<file path="config.mk">
export PLATFORM = sky130hd
export DESIGN_NAME = decode_stage_pipelined
export DESIGN_NICKNAME = d
export VERILOG_FILES = /design/src/rtl/decode_stage_pipelined.sv
export SDC_FILE = /design/constraint.sdc
export NUM_CORES = 2
export LEC_CHECK = 0
export CAP_MARGIN = 5
export CORE_MARGIN = 5
export CORE_UTILIZATION = 52
export CTS_BUF_LIST = sky130_fd_sc_hd__clkbuf_8
export DETAILED_ROUTE_END_ITERATION = 16
export PLACE_DENSITY = 0.69
export SYNTH_ARGS = -nofsm -noshare
export SYNTH_HDL_FRONTEND = slang
export SYNTH_SLANG_ARGS = --single-unit
</file>
<file path="constraint.sdc">
create_clock -name clk -period 3.35 [get_ports clk]
set_clock_uncertainty 0.1 [all_clocks]
set_input_delay 0.67 -clock clk [delete_from_list [all_inputs] [get_ports clk]]
set_output_delay 0.67 -clock clk [all_outputs]
set_load 0.02 [all_outputs]
</file>
<file path="src/rtl/decode_stage_pipelined.sv">
// ============================================================================
// Module      : decode_stage_pipelined
// Description : MIPS-subset decode stage: register file with write bypass,
//               control decode, load-use hazard detection, ID/EX register.
// Revision    : 1.0 - initial release
// ============================================================================
`default_nettype none

module decode_stage_pipelined #(
    parameter int DATA_W     = 32,
    parameter int REG_ADDR_W = 5
) (
    input  logic                  clk,
    input  logic                  rst,
    input  logic                  in_valid,
    input  logic [31:0]           instruction,
    input  logic                  ex_hold,
    input  logic                  flush,
    input  logic                  wb_en,
    input  logic [REG_ADDR_W-1:0] wb_addr,
    input  logic [DATA_W-1:0]     wb_data,
    output logic                  hazard_stall,
    output logic                  out_valid,
    output logic [DATA_W-1:0]     out_rs_data,
    output logic [DATA_W-1:0]     out_rt_data,
    output logic [DATA_W-1:0]     out_imm,
    output logic [REG_ADDR_W-1:0] out_rs,
    output logic [REG_ADDR_W-1:0] out_rt,
    output logic [REG_ADDR_W-1:0] out_dest,
    output logic                  out_reg_write,
    output logic                  out_mem_read,
    output logic                  out_mem_write,
    output logic                  out_mem_to_reg,
    output logic                  out_alu_src,
    output logic                  out_branch_eq,
    output logic                  out_branch_ne,
    output logic                  out_jump,
    output logic                  out_illegal,
    output logic [2:0]            out_alu_op
);

    localparam int c_NREGS = 2 ** REG_ADDR_W;

    localparam logic [5:0] c_OP_RTYPE = 6'h00;
    localparam logic [5:0] c_OP_SPEC2 = 6'h1C;
    localparam logic [5:0] c_OP_ADDI  = 6'h08;
    localparam logic [5:0] c_OP_LW    = 6'h23;
    localparam logic [5:0] c_OP_SW    = 6'h2B;
    localparam logic [5:0] c_OP_BEQ   = 6'h04;
    localparam logic [5:0] c_OP_BNE   = 6'h05;
    localparam logic [5:0] c_OP_J     = 6'h02;

    localparam logic [5:0] c_FN_ADD = 6'h20;
    localparam logic [5:0] c_FN_SUB = 6'h22;
    localparam logic [5:0] c_FN_AND = 6'h24;
    localparam logic [5:0] c_FN_OR  = 6'h25;
    localparam logic [5:0] c_FN_SLT = 6'h2A;
    localparam logic [5:0] c_FN_MUL = 6'h02;

    localparam logic [2:0] c_ALU_ADD = 3'd0;
    localparam logic [2:0] c_ALU_SUB = 3'd1;
    localparam logic [2:0] c_ALU_AND = 3'd2;
    localparam logic [2:0] c_ALU_OR  = 3'd3;
    localparam logic [2:0] c_ALU_SLT = 3'd4;
    localparam logic [2:0] c_ALU_MUL = 3'd5;

    typedef struct packed {
        logic                  valid;
        logic [DATA_W-1:0]     rs_data;
        logic [DATA_W-1:0]     rt_data;
        logic [DATA_W-1:0]     imm;
        logic [REG_ADDR_W-1:0] rs;
        logic [REG_ADDR_W-1:0] rt;
        logic [REG_ADDR_W-1:0] dest;
        logic                  reg_write;
        logic                  mem_read;
        logic                  mem_write;
        logic                  mem_to_reg;
        logic                  alu_src;
        logic                  branch_eq;
        logic                  branch_ne;
        logic                  jump;
        logic                  illegal;
        logic [2:0]            alu_op;
    } idex_t;

    logic [DATA_W-1:0]     r_regs [c_NREGS];
    idex_t                 r_idex;
    idex_t                 w_dec;

    logic [5:0]            w_op;
    logic [5:0]            w_funct;
    logic [REG_ADDR_W-1:0] w_rs;
    logic [REG_ADDR_W-1:0] w_rt;
    logic [REG_ADDR_W-1:0] w_rd;
    logic [DATA_W-1:0]     w_imm;
    logic [DATA_W-1:0]     w_rs_data;
    logic [DATA_W-1:0]     w_rt_data;
    logic                  w_reads_rt;
    logic                  w_r_known;
    logic [2:0]            w_r_alu;
    logic                  w_load_use;

    assign w_op    = instruction[31:26];
    assign w_funct = instruction[5:0];
    assign w_rs    = REG_ADDR_W'(instruction[25:21]);
    assign w_rt    = REG_ADDR_W'(instruction[20:16]);
    assign w_rd    = REG_ADDR_W'(instruction[15:11]);
    assign w_imm   = DATA_W'($signed(instruction[15:0]));

    // Register 0 is never written, so reset alone keeps it at zero.
    always_ff @(posedge clk) begin
        if (rst) begin
            for (int i = 0; i < c_NREGS; i++) begin
                r_regs[i] <= '0;
            end
        end else if (wb_en && (wb_addr != '0)) begin
            r_regs[wb_addr] <= wb_data;
        end
    end

    // A matching nonzero index implies a nonzero wb_addr, so r0 never bypasses.
    always_comb begin
        w_rs_data = '0;
        w_rt_data = '0;
        if (w_rs != '0) begin
            w_rs_data = (wb_en && (wb_addr == w_rs)) ? wb_data : r_regs[w_rs];
        end
        if (w_rt != '0) begin
            w_rt_data = (wb_en && (wb_addr == w_rt)) ? wb_data : r_regs[w_rt];
        end
    end

    always_comb begin
        w_r_known = 1'b1;
        w_r_alu   = c_ALU_ADD;
        case (w_funct)
            c_FN_ADD: w_r_alu = c_ALU_ADD;
            c_FN_SUB: w_r_alu = c_ALU_SUB;
            c_FN_AND: w_r_alu = c_ALU_AND;
            c_FN_OR:  w_r_alu = c_ALU_OR;
            c_FN_SLT: w_r_alu = c_ALU_SLT;
            default:  w_r_known = 1'b0;
        endcase
    end

    always_comb begin
        w_dec         = '0;
        w_reads_rt    = 1'b0;
        w_dec.valid   = 1'b1;
        w_dec.rs_data = w_rs_data;
        w_dec.rt_data = w_rt_data;
        w_dec.imm     = w_imm;
        w_dec.rs      = w_rs;
        w_dec.rt      = w_rt;
        case (w_op)
            c_OP_RTYPE: begin
                if (w_r_known) begin
                    w_dec.reg_write = 1'b1;
                    w_dec.dest      = w_rd;
                    w_dec.alu_op    = w_r_alu;
                    w_reads_rt      = 1'b1;
                end else begin
                    w_dec.illegal = 1'b1;
                end
            end
            c_OP_SPEC2: begin
                if (w_funct == c_FN_MUL) begin
                    w_dec.reg_write = 1'b1;
                    w_dec.dest      = w_rd;
                    w_dec.alu_op    = c_ALU_MUL;
                    w_reads_rt      = 1'b1;
                end else begin
                    w_dec.illegal = 1'b1;
                end
            end
            c_OP_ADDI: begin
                w_dec.reg_write = 1'b1;
                w_dec.alu_src   = 1'b1;
                w_dec.dest      = w_rt;
            end
            c_OP_LW: begin
                w_dec.reg_write  = 1'b1;
                w_dec.mem_read   = 1'b1;
                w_dec.mem_to_reg = 1'b1;
                w_dec.alu_src    = 1'b1;
                w_dec.dest       = w_rt;
            end
            c_OP_SW: begin
                w_dec.mem_write = 1'b1;
                w_dec.alu_src   = 1'b1;
                w_reads_rt      = 1'b1;
            end
            c_OP_BEQ: begin
                w_dec.branch_eq = 1'b1;
                w_dec.alu_op    = c_ALU_SUB;
                w_reads_rt      = 1'b1;
            end
            c_OP_BNE: begin
                w_dec.branch_ne = 1'b1;
                w_dec.alu_op    = c_ALU_SUB;
                w_reads_rt      = 1'b1;
            end
            c_OP_J: begin
                w_dec.jump = 1'b1;
            end
            default: begin
                w_dec.illegal = 1'b1;
            end
        endcase
    end

    assign w_load_use = in_valid && r_idex.valid && r_idex.mem_read &&
                        (r_idex.dest != '0) &&
                        ((r_idex.dest == w_rs) ||
                         ((r_idex.dest == w_rt) && w_reads_rt));

    // IF must also hold while EX backpressures, since ID/EX cannot accept.
    assign hazard_stall = w_load_use || ex_hold;

    always_ff @(posedge clk) begin
        if (rst) begin
            r_idex <= '0;
        end else if (flush) begin
            r_idex <= '0;
        end else if (ex_hold) begin
            r_idex <= r_idex;
        end else if (w_load_use) begin
            r_idex <= '0;
        end else if (in_valid) begin
            r_idex <= w_dec;
        end else begin
            r_idex <= '0;
        end
    end

    assign out_valid      = r_idex.valid;
    assign out_rs_data    = r_idex.rs_data;
    assign out_rt_data    = r_idex.rt_data;
    assign out_imm        = r_idex.imm;
    assign out_rs         = r_idex.rs;
    assign out_rt         = r_idex.rt;
    assign out_dest       = r_idex.dest;
    assign out_reg_write  = r_idex.reg_write;
    assign out_mem_read   = r_idex.mem_read;
    assign out_mem_write  = r_idex.mem_write;
    assign out_mem_to_reg = r_idex.mem_to_reg;
    assign out_alu_src    = r_idex.alu_src;
    assign out_branch_eq  = r_idex.branch_eq;
    assign out_branch_ne  = r_idex.branch_ne;
    assign out_jump       = r_idex.jump;
    assign out_illegal    = r_idex.illegal;
    assign out_alu_op     = r_idex.alu_op;

endmodule

`default_nettype wire

</file>
==> results.sh <==
export IMPL_outcome="finished clean"
export IMPL_syn_inst=4009
export IMPL_critPathRequiredTime_ps=2580
export IMPL_grt_max_degree=108
export IMPL_timing_rr_start="out_dest[0]"
export IMPL_startpoint_type="flip-flop"
export IMPL_synth_ff_type="edfxtp_1"
export IMPL_ys_seq_area_frac=0.566
export IMPL_ff2ff_path_depth=9
export IMPL_first_iter_violations=7046
export IMPL_initial_core_util=0.525
export IMPL_drv_cap=0
export IMPL_dr_total_vias=41462
export IMPL_leakagePower_uw=0.0244
export IMPL_grt_pass1_vias=40993
export IMPL_fin_crit_ps=3300
export IMPL_min_to="out_rs[3]"
export IMPL_io_buffers=199
export IMPL_ctsHtreeMaxLevel=4
export IMPL_fin_nets=4443
export IMPL_first_pass_iters=6
export IMPL_finalMaxSlewViolations=0
export IMPL_die_y_um=344
export IMPL_clk_pin_slew_ps=60
export IMPL_path_max_fanout=3
export IMPL_ys_ff_latch=1131
export IMPL_dpl_hpwl_mm=138
export IMPL_syn_area_sq_um=58100
export IMPL_routed_via_density=6.88
export IMPL_core_sq_um=111000
export IMPL_crit_path_end_kind="output port"
export IMPL_hold_depth=2
export IMPL_synthDistinctLibCells=61
export IMPL_routed_wl_mm=221
export IMPL_synth_edff_count=1024
export IMPL_fp_row_count=122
export IMPL_critPathKind="flip-flop to output port"
export IMPL_globalRoute_totalOverflow=0
export IMPL_critPathArrivalTime_ps=2530
export IMPL_place_congestion=0.922
export IMPL_antenna_found_initial=23
export IMPL_ys_async_sr_fraction=0
export IMPL_wl_per_cell_um=36.6
export IMPL_grt_first_pass_wirelength_mm=307
export IMPL_post_route_util=0.616
export IMPL_post_route_period_util=0.986
export IMPL_dieArea_sq_um=119000
export IMPL_powerDensity_nw_per_um2=478
export IMPL_postRouteAntennaNets=0
export IMPL_setup_violations=0
export IMPL_dp_slack_ps=-881
export IMPL_grt_usage=0.371
export IMPL_regToRegSetupSlack_ps=220
export IMPL_syn2layout_area_growth_pct=17.5
export IMPL_cts_root_buf="clkbuf_8"
export IMPL_ir_drop_v=0.000373
export IMPL_power_uw=32600
export IMPL_min_path_type="input pin to flip-flop"
export IMPL_holdBufCountCts=0
export IMPL_cts_tree="yes"
export IMPL_cts_made_buffers=188
export IMPL_syn_area_per_cell_sq_um=14.5
export IMPL_cts_num_sinks=1131
export IMPL_min_from="instruction[24]"
export IMPL_timing_rr_end="out_rt_data[0]"
export IMPL_ios=200
export IMPL_yosysWarningCount=0
export IMPL_cts_path_max_buffers=3
export IMPL_die_w_um=344
export IMPL_tightestPinTransition_ps=1240
export IMPL_fmax_mhz=303
export IMPL_hold_violations=0
export IMPL_clock_latency_ps=900
export IMPL_drive_above_1_share=0.258
export IMPL_setup_ws_ps=48.1
export IMPL_post_route_drc_count=0
export IMPL_slew_headroom=0.173
export IMPL_nFillCells=8481
export IMPL_hold_slack_ps=174
==> worst max-delay path, cell delays in order, from the launching register on <==
cell and delay [ps]:
dfxtp_2 360, xnor2_1 200, nand3_1 160, or4_4 590, o21ai_2 180, buf_6 140
==> metal layers <==
layer / global-route usage / share of wire
met5: 0 / 0.00011
met4: 0.213 / 0.070
met3: 0.115 / 0.14
met2: 0.560 / 0.44
met1: 0.479 / 0.34
==> what timing repair did <==
item	in CTS	in global routing
cloned	0	0
gates resized for setup	22	1
pin swaps	4	2
buffers inserted	0	0
setup endpoints to repair	1	1
==> how the worst max path moves through the flow <==
stage,from,endpoint,depth (start not counted)
after floorplan,instruction[0],hazard_stall,4
after global placement,instruction[1],hazard_stall,7
after detailed placement,instruction[1],hazard_stall,7
after CTS,out_dest[0],hazard_stall,7
after global routing,out_dest[0],hazard_stall,7
final,out_dest[4],hazard_stall,5
==> cells in the mapped netlist (all sizes together) (10+ instances only) <==
library cell  instances  share of area
xnor2                10         0.0015
a21oi                33         0.0028
clkbuf              303          0.020
o221ai               47         0.0071
nand3                35         0.0030
nand2                63         0.0041
a22oi                45         0.0058
xor2                 10         0.0015
nor2                 49         0.0032
nor3                 26         0.0023
edfxtp             1024           0.53
a211oi               35         0.0045
nor4                 19         0.0020
mux2i               197          0.034
a22o                 96          0.014
dfxtp               107          0.037
o22ai                66         0.0071
a2111oi              49         0.0074
mux2                 29         0.0056
a221o                58          0.010
buf                 140          0.013
o21ai                20         0.0019
and2               1018           0.11
mux4                412           0.16
or2                  33         0.0036
a221oi               15         0.0023
nor2b                15         0.0016
==> power breakdown <==
part           internal, uW  total (uW)  switching, uW
Clock                  6060       12000           5900
Combinational          1780        4120           2330
Sequential            16100       16500            420
Total                 24000       32600           8650
==> cell families after synthesis <==
| family | synth area share |
|---|---|
| XOR/XNOR | 0.00301 |
| buffers and inverters | 0.0326 |
| AO/OA/AOI/OAI | 0.0660 |
| AND/OR/NAND/NOR | 0.133 |
| other | 0.0000645 |
| flip-flops | 0.566 |
| multiplexers | 0.199 |
==> flip-flops by register name, indices dropped and copies added, names as in the netlist, 3 cells and up <==
signal	count
out_rs	5
out_rt	5
out_alu_op	3
out_dest	5
out_imm	16
r_regs	1024
out_rs_data	32
out_rt_data	32
==> cells in the final DEF, fill, tap and decap left out, types with 62 or more instances in the layout <==
cell type / netlist / layout
clkbuf_8: 0 / 200
buf_12: 0 / 98
edfxtp_1: 1024 / 1024
mux2i_1: 197 / 197
inv_1: 5 / 62
clkdlybuf4s50_1: 0 / 183
nand2_1: 63 / 63
buf_4: 25 / 287
mux4_2: 412 / 412
a22o_1: 96 / 96
o22ai_1: 66 / 66
and2_1: 1018 / 1016
dfxtp_1: 107 / 104
==> cell type report <==
type                            instances  area [sq um]  share of cell area
Antenna cell                           12          30.0            0.000440
Clock buffer                          200          2750              0.0403
Clock inverter                        150           841              0.0123
Inverter                                6          22.5            0.000330
Multi-Input combinational cell       2460         23800               0.348
Sequential cell                      1131         32900               0.482
Tap cell                             1488          1860              0.0273
Timing Repair Buffer                  581          6080              0.0890
==> through the flow <==
step           cells  area, sq um  setup TNS, ps
2_1_floorplan   4040        58200              0
3_3_place_gp    5667        64600         -28250
3_5_place_dp    5667        64600         -27990
4_1_cts         6016        68200              0
5_1_grt         6023        68300          -9.03
6_report        6028        68300              0
No activity file was read; power rests on OpenSTA's default activity.
